### src/rtl/reg_share_arbiter.sv
// -----------------------------------------------------------------------------
// reg_share_arbiter
//
// Purpose:
//   This block shares one WIDTH-bit register bank between NREQ requesters.
//   The bank is a plain D flip-flop bank with no enable, so this block drives
//   its D input on every cycle. When nobody writes, D is fed back from Q.
//   When the current owner writes, D takes that owner's data.
//   Ownership is decided by a round-robin arbiter. Each ownership lasts at
//   most MAX_HOLD cycles, so one requester cannot starve the others.
//
// Ports:
//   clk      in   system clock, rising edge
//   reset    in   asynchronous reset, active low (0 = reset)
//   req      in   NREQ        per-requester ownership request (level)
//   wr       in   NREQ        per-requester write strobe (owner only, GRANT only)
//   wdata    in   NREQ*WIDTH  requester i data at [i*WIDTH +: WIDTH]
//   reg_q    in   WIDTH       register bank Q
//   reg_d    out  WIDTH       register bank D (combinational)
//   gnt      out  NREQ        one-hot grant (registered)
//   busy     out  1           high while an ownership is active (registered)
//   timeout  out  1           one-cycle pulse after a forced release (registered)
// -----------------------------------------------------------------------------
module reg_share_arbiter #(
    parameter int NREQ     = 4,
    parameter int WIDTH    = 4,
    parameter int MAX_HOLD = 8
) (
    input  logic                    clk,
    input  logic                    reset,
    input  logic [NREQ-1:0]         req,
    input  logic [NREQ-1:0]         wr,
    input  logic [NREQ*WIDTH-1:0]   wdata,
    input  logic [WIDTH-1:0]        reg_q,
    output logic [WIDTH-1:0]        reg_d,
    output logic [NREQ-1:0]         gnt,
    output logic                    busy,
    output logic                    timeout
);

    localparam int OW = (NREQ > 1) ? $clog2(NREQ) : 1;
    localparam int HW = $clog2(MAX_HOLD + 1);

    typedef enum logic {
        ST_IDLE  = 1'b0,
        ST_GRANT = 1'b1
    } state_t;

    state_t              state_q;
    logic [OW-1:0]       owner_q;
    logic [OW-1:0]       ptr_q;
    logic [HW-1:0]       hold_cnt_q;
    logic [NREQ-1:0]     gnt_q;
    logic                busy_q;
    logic                timeout_q;

    logic                sel_valid;
    logic [OW-1:0]       sel_idx;
    logic [NREQ-1:0]     sel_onehot;

    // Split the flat write-data bus into one slice per requester.
    logic [WIDTH-1:0]    wdata_arr [NREQ];

    generate
        for (genvar gi = 0; gi < NREQ; gi++) begin : g_wdata_split
            assign wdata_arr[gi] = wdata[gi*WIDTH +: WIDTH];
        end
    endgenerate

    // Round-robin search. It starts one position after the last owner.
    // The loop walks from the farthest candidate to the nearest one.
    // Because each hit overwrites the previous one, the last hit kept is the
    // first set bit in rotation order. This avoids an early exit from the loop.
    always_comb begin
        sel_valid = 1'b0;
        sel_idx   = '0;
        for (int k = NREQ; k >= 1; k--) begin
            if (req[(int'(ptr_q) + k) % NREQ]) begin
                sel_valid = 1'b1;
                sel_idx   = OW'((int'(ptr_q) + k) % NREQ);
            end
        end
    end

    assign sel_onehot = {{(NREQ-1){1'b0}}, 1'b1} << sel_idx;

    // Arbitration FSM. All of its outputs are registered.
    // A release always lands in IDLE. That gives at least one cycle with
    // gnt=0 before the next grant, even when the same requester asks again.
    always_ff @(posedge clk or negedge reset) begin
        if (!reset) begin
            state_q    <= ST_IDLE;
            owner_q    <= '0;
            ptr_q      <= OW'(NREQ - 1);
            hold_cnt_q <= '0;
            gnt_q      <= '0;
            busy_q     <= 1'b0;
            timeout_q  <= 1'b0;
        end else begin
            case (state_q)
                ST_IDLE: begin
                    timeout_q <= 1'b0;
                    if (sel_valid) begin
                        state_q    <= ST_GRANT;
                        owner_q    <= sel_idx;
                        ptr_q      <= sel_idx;
                        hold_cnt_q <= HW'(1);
                        gnt_q      <= sel_onehot;
                        busy_q     <= 1'b1;
                    end else begin
                        gnt_q      <= '0;
                        busy_q     <= 1'b0;
                    end
                end

                ST_GRANT: begin
                    if (!req[owner_q]) begin
                        // Voluntary release.
                        state_q    <= ST_IDLE;
                        gnt_q      <= '0;
                        busy_q     <= 1'b0;
                        hold_cnt_q <= '0;
                        timeout_q  <= 1'b0;
                    end else if (hold_cnt_q == HW'(MAX_HOLD)) begin
                        // The owner still requests, but its hold budget is spent.
                        state_q    <= ST_IDLE;
                        gnt_q      <= '0;
                        busy_q     <= 1'b0;
                        hold_cnt_q <= '0;
                        timeout_q  <= 1'b1;
                    end else begin
                        hold_cnt_q <= hold_cnt_q + HW'(1);
                        timeout_q  <= 1'b0;
                    end
                end

                default: begin
                    state_q    <= ST_IDLE;
                    gnt_q      <= '0;
                    busy_q     <= 1'b0;
                    hold_cnt_q <= '0;
                    timeout_q  <= 1'b0;
                end
            endcase
        end
    end

    // Write path. A write is taken only from the owner while in GRANT.
    // This includes the owner's final cycle. In every other case the bank
    // simply keeps its current value.
    always_comb begin
        reg_d = reg_q;
        if ((state_q == ST_GRANT) && wr[owner_q]) begin
            reg_d = wdata_arr[owner_q];
        end
    end

    assign gnt     = gnt_q;
    assign busy    = busy_q;
    assign timeout = timeout_q;

endmodule

### config.mk
export PLATFORM = sky130hd
export DESIGN_NAME = reg_share_arbiter
export DESIGN_NICKNAME = d
export VERILOG_FILES = /design/src/rtl/reg_share_arbiter.sv
export SDC_FILE = /design/constraint.sdc
export NUM_CORES = 1
export LEC_CHECK = 0
export BUFFER_PORTS_ARGS = -buffer_cell sky130_fd_sc_hd__buf_2
export CAP_MARGIN = 20
export CORE_MARGIN = 4
export CORE_UTILIZATION = 35
export DETAILED_ROUTE_END_ITERATION = 7
export GPL_TIMING_DRIVEN = 0
export MAX_ROUTING_LAYER = met4
export SLEW_MARGIN = 15
export SYNTH_ARGS = -nofsm -noshare
export SYNTH_HDL_FRONTEND = slang
export SYNTH_SLANG_ARGS = --single-unit
### constraint.sdc
create_clock -name clk -period 4.5 [get_ports clk]
set_clock_uncertainty 0.05 [all_clocks]
set_input_delay 0.675 -clock clk [delete_from_list [all_inputs] [get_ports clk]]
set_output_delay 0.675 -clock clk [all_outputs]
set_load 0.01 [all_outputs]
==> results.py, run 1 <==
metrics = {
    "setup_path": {
        "r2r_end": "gnt[3]",
        "r2r_cells": 5,
        "cp.arrival_ps": 1970,
        "worstSetupPathType": "reg2out",
        "end_kind": "primary output",
        "reg2reg_from": "owner_q[0]",
        "startpoint_type": "register",
        "required_ps": 3770,
        "cp_max_fo": 7,
        "rrSetupSlack_ps": 2770,
    },
    "floorplan": {
        "dieWidth_um": 60.33,
        "io_pins": 40,
        "rows": 18,
        "start_util_pct": 37.66,
        "die_area_um2": 3640,
        "fp.dieH_um": 60.33,
        "coreArea_um2": 2545,
    },
    "synth": {
        "yosysTopAreaCell": "dfrtp_1",
        "yosys_warnings": 0,
        "netlist_instances": 83,
        "synth_area_leaders": "dfrtp_1, mux4_1, dfstp_2, mux2_2, nand2_1",
        "ys_ff_latch": 15,
        "syn_area_per_cell_um2": 11.55,
        "synthesis.area_um2": 958.4,
        "synth_top_area_share_pct": 33.94,
        "yosysSeqAreaShare_pct": 39.43,
        "synthDistinctLibCells": 33,
        "syn-num-nets": 115,
    },
    "timing": {
        "tightest_slew_ps": 645.5,
        "rsz0062_at_grt": "false",
        "tns_ps": 0,
        "min_period_ps": 2691,
        "slew_viol_final": 0,
        "setup_viol": 0,
        "hold_viol": 0,
        "fin_crit_sh_pct": 59.80,
        "clock.fmax_ghz": 0.3716,
        "max_slew_margin_pct": 56.57,
    },
    "final_layout": {
        "utilization_pct": 47.89,
        "regArea_um2": 377.9,
        "final_common_cell": "buf_2",
        "multi_input_area_um2": 545.5,
        "mostFrequentLayoutCells": "buf_2, dfrtp_1, nand2_1",
        "fillers": 256,
        "finalInstanceArea_um2": 1219,
        "syn2layout_area_growth_pct": 27.15,
        "drive_gt1_share_pct": 46.03,
        "diodes": 0,
        "nets": 159,
    },
    "power_and_ir_drop": {
        "p_leak_nw": 0.5965,
        "p_int_w": 0.0004292,
        "p_seq_share_pct": 35.0,
        "swShare_pct": 38.78,
        "ir_worst_vdd_mv": 0.3178,
        "power_frac_comb_pct": 53.6,
        "p_per_area_nw_per_um2": 575.3,
        "power.switching_w": 0.0002719,
        "clkPwrFrac_pct": 11.4,
        "power_w": 0.0007011,
    },
    "clock_network": {
        "cts_made_buffers": 3,
        "tritoncts": "built",
        "cts-root-buf": "clkbuf_4",
        "cts_buffer_depth": 2,
        "clk_latency_ps": 290,
        "htree_levels": 1,
        "cts.sinks": 15,
        "clk_pin_slew_ps": 100,
        "cts_resized": 0,
        "hold_buffers": 0,
        "post-cts-setup-buffers": 0,
    },
    "global_routing": {
        "grt_max_degree": 16,
        "grt_pass1_vias": 854,
        "grt-ovfl-total": 0,
        "antenna_found_initial": 0,
        "grt_pass1_wl_um": 3712,
        "grtUsageTotal_pct": 14.02,
    },
    "place": {
        "io_buffer_count": 39,
        "placed_area_um2": 1191,
        "dp_hpwl_um": 1820,
        "gp_congestion": 0.7621,
    },
    "worst_hold_path": {
        "hp-class": "in2async",
    },
    "drt": {
        "wl_um": 2263,
        "first_iter_violations": 26,
        "antenna_left": 0,
        "wl_per_cell_um": 14.51,
        "dr.pass1.iters": 5,
        "vias": 809,
        "via_per_inst": 5.186,
        "drc_errors": 0,
    },
    "flow_run": {
        "cap_viol_max_count": 0,
    },
    "status": {
        "outcome": "complete, no violations",
    },
}
[kinds of logic (layout without fill, tap and decap cells)]
family	count (synthesis)	count (layout)	share of synthesized area, %
xor gates and xnor gates	1	1	0.9140
DFF	15	15	39.43
muxes	11	11	21.80
AOI/OAI and AO/OA	22	22	15.93
and+or+nand+nor	27	27	15.67
adders and majority gates	2	2	2.611
buffers and inverters	5	48	3.655
[power groups by stage]
stage | sequential [W] | combinational [W] | clock, W
6_report | 0.000246 | 0.000376 | 0.0000799
2_1_floorplan | 0.000248 | 0.000269 | 0
4_1_cts | 0.000245 | 0.000383 | 0.0000826
3_5_place_dp | 0.000247 | 0.000382 | 0
3_3_place_gp | 0.000243 | 0.000373 | 0
5_1_grt | 0.000254 | 0.000415 | 0.0000901
[worst max-delay path by stage]
stage	from	end	slack [ps]	cells past startpoint
floorplan	wr[1]	reg_d[0]	2110	3
global placement	wr[1]	reg_d[1]	1890	5
detailed placement	wr[1]	reg_d[3]	1860	5
CTS	owner_q[0]	reg_d[1]	1780	5
global route	owner_q[0]	reg_d[3]	1710	5
finish	owner_q[0]	reg_d[1]	1810	5
[cells in the mapped netlist, drive strengths merged]
cell type / number
nand3b: 1
a21oi: 6
dfrtp: 13
o31ai: 1
and3: 1
mux2: 4
mux4: 6
xnor2: 1
o221a: 1
ha: 2
o21bai: 1
o221ai: 1
clkbuf: 1
a21o: 3
dfstp: 2
a21boi: 1
a32o: 1
nor4: 2
or2: 2
mux2i: 1
inv: 2
nand2b: 2
a22o: 3
nor3b: 3
nor2: 4
o21ai: 4
nor2b: 2
buf: 2
nand2: 10
[metal layers]
| metal | part of all wire (%) | GRT usage [%] | vias to the layer above | wire length [µm] |
|---|---|---|---|---|
| met5 | 0 | - | - | 0 |
| met4 | 0 | 0.9494 | 0 | 0 |
| met3 | 3.4 | 3.830 | 0 | 78 |
| met2 | 55 | 24.54 | 11 | 1242 |
| met1 | 42 | 16.82 | 394 | 942 |
| li1 | - | - | 404 | - |
[critical path, cell delays in order, from the launching register on]
cell and delay (ps):
dfrtp_1 350, buf_6 140, mux4_1 540, nand2_1 170, mux2_2 350, buf_2 140
[sequential cells by signal, summed over array words and instances (netlist names)]
name,cells
owner_q,2
timeout,1
gnt,4
hold_cnt_q,4
ptr_q,2
busy,1
state_q,1
[final cells by class]
type	instances	area share (%)
clock buffer	3	1.848
timing repair buffer	39	16.02
tap	30	3.080
sequential	15	31.01
buffer	3	2.259
clock inverter	1	0.4107
multi-input combinational	63	44.76
inverter	2	0.6160
[per-stage QoR]
| stage | cells | hold WS (ps) | worst slack [ps] |
|---|---|---|---|
| 6_report | 156 | 217.3 | 1809 |
| 5_1_grt | 156 | 228.0 | 1707 |
| 4_1_cts | 156 | 224.5 | 1784 |
| 3_5_place_dp | 152 | 414.8 | 1864 |
| 3_3_place_gp | 152 | 405.5 | 1886 |
| 2_1_floorplan | 83 | 329.4 | 2113 |
Note: power is estimated with default switching activity, not from simulation.
==> run 2: changes to the inputs <==
==> constraint.sdc (replaced) <==
create_clock -name clk -period 2.59 [get_ports clk]
set_clock_uncertainty 0.05 [all_clocks]
set_input_delay 0.3885 -clock clk [delete_from_list [all_inputs] [get_ports clk]]
set_output_delay 0.3885 -clock clk [all_outputs]
set_load 0.01 [all_outputs]
==> results.py, run 2 (synthesis results as in run 1) <==
metrics = {
    "status": {
        "outcome": "complete, no violations",
    },
    "floorplan": {
        "start_util_pct": 37.66,
        "rows": 18,
        "io_pins": 40,
        "die_area_um2": 3640,
        "coreArea_um2": 2545,
        "fp.dieH_um": 60.33,
        "dieWidth_um": 60.33,
    },
    "power_and_ir_drop": {
        "p_leak_nw": 0.6006,
        "p_per_area_nw_per_um2": 992.7,
        "ir_worst_vdd_mv": 0.5514,
    },
    "setup_path": {
        "cp_slowest_stage_delay_ps": 540,
        "startpoint_type": "register",
        "cp.arrival_ps": 1970,
        "reg2reg_from": "owner_q[0]",
        "cp_max_fo": 7,
        "rrSetupSlack_ps": 860,
        "slowest_stage": "mux4_1",
        "end_kind": "primary output",
        "path_cells": "buf_6 > mux4_1 > nand2_1 > mux2_2 > buf_2",
        "required_ps": 2150,
        "r2r_cells": 5,
        "worstSetupPathType": "reg2out",
        "r2r_end": "gnt[3]",
    },
    "clock_network": {
        "cts.sinks": 15,
        "cts_buffer_depth": 2,
        "clk_latency_ps": 290,
        "cts-root-buf": "clkbuf_4",
        "post-cts-setup-buffers": 0,
        "tritoncts": "built",
        "htree_levels": 1,
        "cts_made_buffers": 3,
        "clk_pin_slew_ps": 90,
    },
    "final_layout": {
        "final_cells": 157,
        "drive_gt1_share_pct": 45.67,
        "mostFrequentLayoutCells": "buf_2, dfrtp_1, nand2_1",
        "syn2layout_area_growth_pct": 28.20,
        "fillers": 255,
        "final_common_cell": "buf_2",
        "nets": 160,
        "diodes": 0,
    },
    "drt": {
        "first_iter_violations": 32,
        "antenna_left": 0,
        "wl_um": 2249,
        "wl_per_cell_um": 14.32,
        "drc_errors": 0,
        "dr.pass1.iters": 6,
        "via_per_inst": 5.166,
        "vias": 811,
    },
    "place": {
        "io_buffer_count": 39,
        "preCtsSetupSlack_ps": 491.3,
        "dp_hpwl_um": 1820,
        "place_inst": 152,
        "gp_congestion": 0.7621,
    },
    "worst_hold_path": {
        "min_from": "gnt[0]",
        "min_to": "gnt[0]",
        "hp-class": "reg2reg",
        "whs_path_depth": 2,
    },
    "timing": {
        "slew_viol_final": 0,
        "hold_viol": 0,
        "rsz0062_at_grt": "false",
        "tightest_slew_ps": 655.7,
        "max_slew_margin_pct": 55.88,
        "min_period_ps": 2405,
        "fin_crit_sh_pct": 92.84,
        "setup_slack_ps": 185.3,
        "setup_viol": 0,
        "clock.fmax_ghz": 0.4159,
        "tns_ps": 0,
    },
    "global_routing": {
        "grt_pass1_vias": 854,
        "grt_pass1_wl_um": 3712,
        "grt-ovfl-total": 0,
        "grtUsageTotal_pct": 14.02,
        "grt_max_degree": 16,
        "antenna_found_initial": 0,
    },
    "flow_run": {
        "cap_viol_max_count": 0,
    },
}
[run 2: cell types whose count changed in the layout (fill, tap and decap cells not counted)]
cell	previous run	this run
dlygate4sd3_1	0	1
[run 2: report_power, final]
part | total (W) | internal [W] | switching, W
registers | 0.000427 | 0.000343 | 0.0000842
logic | 0.000654 | 0.000347 | 0.000307
clock network | 0.000139 | 0.0000575 | 0.0000819
total | 0.00122 | 0.000747 | 0.000473
[run 2: stage by stage]
stage	hold WS, ps	power (W)	util, %	cell area (µm²)
2_1_floorplan	42.91	0.0008976	-	958.4
3_3_place_gp	260.2	0.001070	46.80	1191
3_5_place_dp	264.9	0.001094	46.80	1191
4_1_cts	436.2	0.001236	48.28	1229
5_1_grt	465.6	0.001320	48.28	1229
6_report	431.6	0.001220	48.28	1229
[run 2: layer usage]
layer / up-vias / share of wire (%) / track usage (%)
met5: - / 0 / -
met4: 0 / 0 / 0.9494
met3: 0 / 4.1 / 3.830
met2: 13 / 55 / 24.54
met1: 391 / 41 / 16.82
li1: 407 / - / -
[run 2: worst max path at each step]
| stage | to | start | cells after the start |
|---|---|---|---|
| floorplan | reg_d[0] | owner_q[0] | 4 |
| global placement | reg_d[1] | owner_q[0] | 5 |
| detailed placement | reg_d[3] | owner_q[0] | 5 |
| CTS | reg_d[1] | owner_q[0] | 5 |
| global route | reg_d[3] | owner_q[0] | 5 |
| finish | reg_d[1] | owner_q[0] | 5 |
[run 2: what timing repair did]
| item | in CTS | in global routing |
|---|---|---|
| gates resized for setup | 0 | 0 |
| endpoints found under the hold margin | 13 | 0 |
| hold buffers | 1 | 0 |
| setup endpoints to repair | 0 | 0 |
[run 2: critical path, delay by kind of cell (launching register included)]
family	cells	cell delay (ps)
multiplexers	2	890
AND/OR/NAND/NOR	1	170
flip-flops	1	350
buffers and inverters	2	280
[run 2: cell type report]
type	instances	area, µm²	share of cell area, %
multi-input cells	63	545.5	44.40
flip-flops and latches	15	377.9	30.75
repair buffers	40	205.2	16.70
well taps	30	37.54	3.055
plain buffers	3	27.53	2.240
clock buffers	3	22.52	1.833
inverters	2	7.507	0.6110
clock inverters	1	5.005	0.4073
==> run 3: changes to the inputs <==
--- a/config.mk
+++ b/config.mk
@@ -7,8 +7,9 @@
 export LEC_CHECK = 0
 export BUFFER_PORTS_ARGS = -buffer_cell sky130_fd_sc_hd__buf_2
 export CAP_MARGIN = 20
+export CORE_ASPECT_RATIO = 1.1
 export CORE_MARGIN = 4
-export CORE_UTILIZATION = 35
+export CORE_UTILIZATION = 25
 export DETAILED_ROUTE_END_ITERATION = 7
 export GPL_TIMING_DRIVEN = 0
 export MAX_ROUTING_LAYER = met4
==> constraint.sdc (replaced) <==
create_clock -name clk -period 2.59 [get_ports clk]
set_clock_uncertainty 0.05 [all_clocks]
set_input_delay 0.1295 -clock clk [delete_from_list [all_inputs] [get_ports clk]]
set_output_delay 0.1295 -clock clk [all_outputs]
set_load 0.01 [all_outputs]
==> results.py, run 3 (synthesis results as in run 1) <==
metrics = {
    "clock_network": {
        "cts.sinks": 15,
        "clk_pin_slew_ps": 60,
        "cts_made_buffers": 3,
        "clk_latency_ps": 240,
        "cts_buffer_depth": 2,
        "post-cts-setup-buffers": 0,
        "cts_resized": 0,
        "htree_levels": 1,
        "tritoncts": "built",
        "hold_buffers": 1,
        "cts-root-buf": "clkbuf_8",
    },
    "timing": {
        "rsz0062_at_grt": "false",
        "setup_viol": 0,
        "hold_viol": 0,
        "clock.fmax_ghz": 0.4783,
        "fin_crit_sh_pct": 80.73,
        "tns_ps": 0,
        "min_period_ps": 2091,
        "max_slew_margin_pct": 56.94,
        "slew_viol_final": 0,
        "tightest_slew_ps": 640.0,
        "setup_slack_ps": 499.2,
    },
    "setup_path": {
        "cp.arrival_ps": 1910,
        "end_kind": "primary output",
        "required_ps": 2410,
        "cp_max_fo": 7,
        "critPathLaunch": "owner_q[0]",
        "path_cells": "buf_6 > mux4_1 > nand2_1 > mux2_2 > buf_2",
        "path_delay_family": "multiplexers",
        "r2r_cells": 5,
        "r2r_end": "gnt[2]",
        "slowest_stage": "mux4_1",
        "startpoint_type": "register",
        "cp_num_cells": 5,
        "cp_slowest_stage_delay_ps": 540,
        "reg2reg_from": "owner_q[0]",
        "rrSetupSlack_ps": 860,
        "path_buf_inv": 2,
        "worstSetupPathType": "reg2out",
        "cp-endpoint": "reg_d[0]",
    },
    "floorplan": {
        "dieWidth_um": 67.04,
        "coreArea_um2": 3684,
        "start_util_pct": 26.02,
        "fp.dieH_um": 72.94,
        "rows": 23,
        "die_area_um2": 4890,
        "io_pins": 40,
    },
    "drt": {
        "top_layer": "met4",
        "first_iter_violations": 23,
        "via_per_inst": 4.638,
        "wl_met3_um": 117,
        "drt-met1-wl_um": 949,
        "wl_um": 2263,
        "drc_errors": 0,
        "vias": 821,
        "wl_per_cell_um": 12.79,
        "antenna_left": 0,
        "dr.pass1.iters": 4,
        "wl_met2_um": 1189,
    },
    "power_and_ir_drop": {
        "p_leak_nw": 0.6084,
        "p_per_area_nw_per_um2": 996.2,
        "clkPwrFrac_pct": 14.6,
        "swShare_pct": 37.10,
        "ir_worst_vdd_mv": 0.2598,
        "power_frac_comb_pct": 51.7,
        "power.switching_w": 0.0004702,
        "p_int_w": 0.0007973,
        "p_seq_share_pct": 33.7,
    },
    "final_layout": {
        "drive_gt1_share_pct": 45.67,
        "syn2layout_area_growth_pct": 32.77,
        "final_common_cell": "buf_2",
        "mostFrequentLayoutCells": "buf_2, dfrtp_1, nand2_1",
        "nets": 160,
        "diodes": 0,
    },
    "global_routing": {
        "grt_max_degree": 16,
        "antenna_found_initial": 0,
        "grt_pass1_wl_um": 3732,
        "grt-ovfl-total": 0,
        "grtUsageTotal_pct": 10.24,
        "grt_pass1_vias": 830,
    },
    "place": {
        "io_buffer_count": 39,
        "preCtsSetupSlack_ps": 756.2,
        "dp_hpwl_um": 1848,
        "gp_congestion": 0.8024,
    },
    "status": {
        "outcome": "complete, no violations",
    },
    "flow_run": {
        "cap_viol_max_count": 0,
    },
    "worst_hold_path": {
        "hp-class": "in2async",
    },
}
[run 3: changes by cell type in the layout (fill, tap and decap cells not counted)]
cell,delta
clkbuf_8,+3
clkbuf_4,-3
[run 3: stage by stage]
stage	total power, W	util [%]	hold WS (ps)	cells	cell area (µm²)
final	0.001268	34.54	283.4	177	1272
after detailed placement	0.001092	33.02	2.235	172	1216
after global placement	0.001062	33.02	-10.36	172	1216
after CTS	0.001284	34.54	277.5	177	1272
after floorplan	0.0008976	-	-216.1	83	958.4
after global routing	0.001374	34.54	304.8	177	1272
[run 3: routing by layer]
| layer | GRT usage, % | vias up |
|---|---|---|
| met5 | - | - |
| met4 | 2.477 | 0 |
| met3 | 3.082 | 2 |
| met2 | 17.36 | 15 |
| met1 | 11.74 | 399 |
| li1 | - | 405 |
[run 3: worst reg2reg max path: cells and delay by family (launching register included)]
family          cells  cell delay [ps]
mux                 1              550
simple gates        1              190
buf+inv             2              260
flops               1              340
compound gates      1              220
[run 3: worst min-delay path by stage]
stage                 from       endpoint  cells after the start
finish               reset  hold_cnt_q[0]                      2
global route        req[2]       ptr_q[0]                      3
CTS                  reset  hold_cnt_q[0]                      2
detailed placement   reset  hold_cnt_q[3]                      1
global placement     reset  hold_cnt_q[2]                      1
floorplan            reset           busy                      0
[run 3: power by group through the flow]
| stage | sequential, W | combinational [W] | clock (W) |
|---|---|---|---|
| after global routing | 0.000440 | 0.000728 | 0.000205 |
| after global placement | 0.000424 | 0.000638 | 0 |
| after CTS | 0.000428 | 0.000664 | 0.000192 |
| after floorplan | 0.000431 | 0.000467 | 0 |
| final | 0.000427 | 0.000655 | 0.000185 |
| after detailed placement | 0.000431 | 0.000662 | 0 |
[run 3: final cells by class]
| cell class | count | area [µm²] |
|---|---|---|
| fill | 408 | 2411 |
| multi-input combinational | 63 | 545.5 |
| sequential | 15 | 377.9 |
| timing repair buffer | 40 | 205.2 |
| tap | 50 | 62.56 |
| clock buffer | 3 | 41.29 |
| buffer | 3 | 27.53 |
| inverter | 2 | 7.507 |
| clock inverter | 1 | 5.005 |
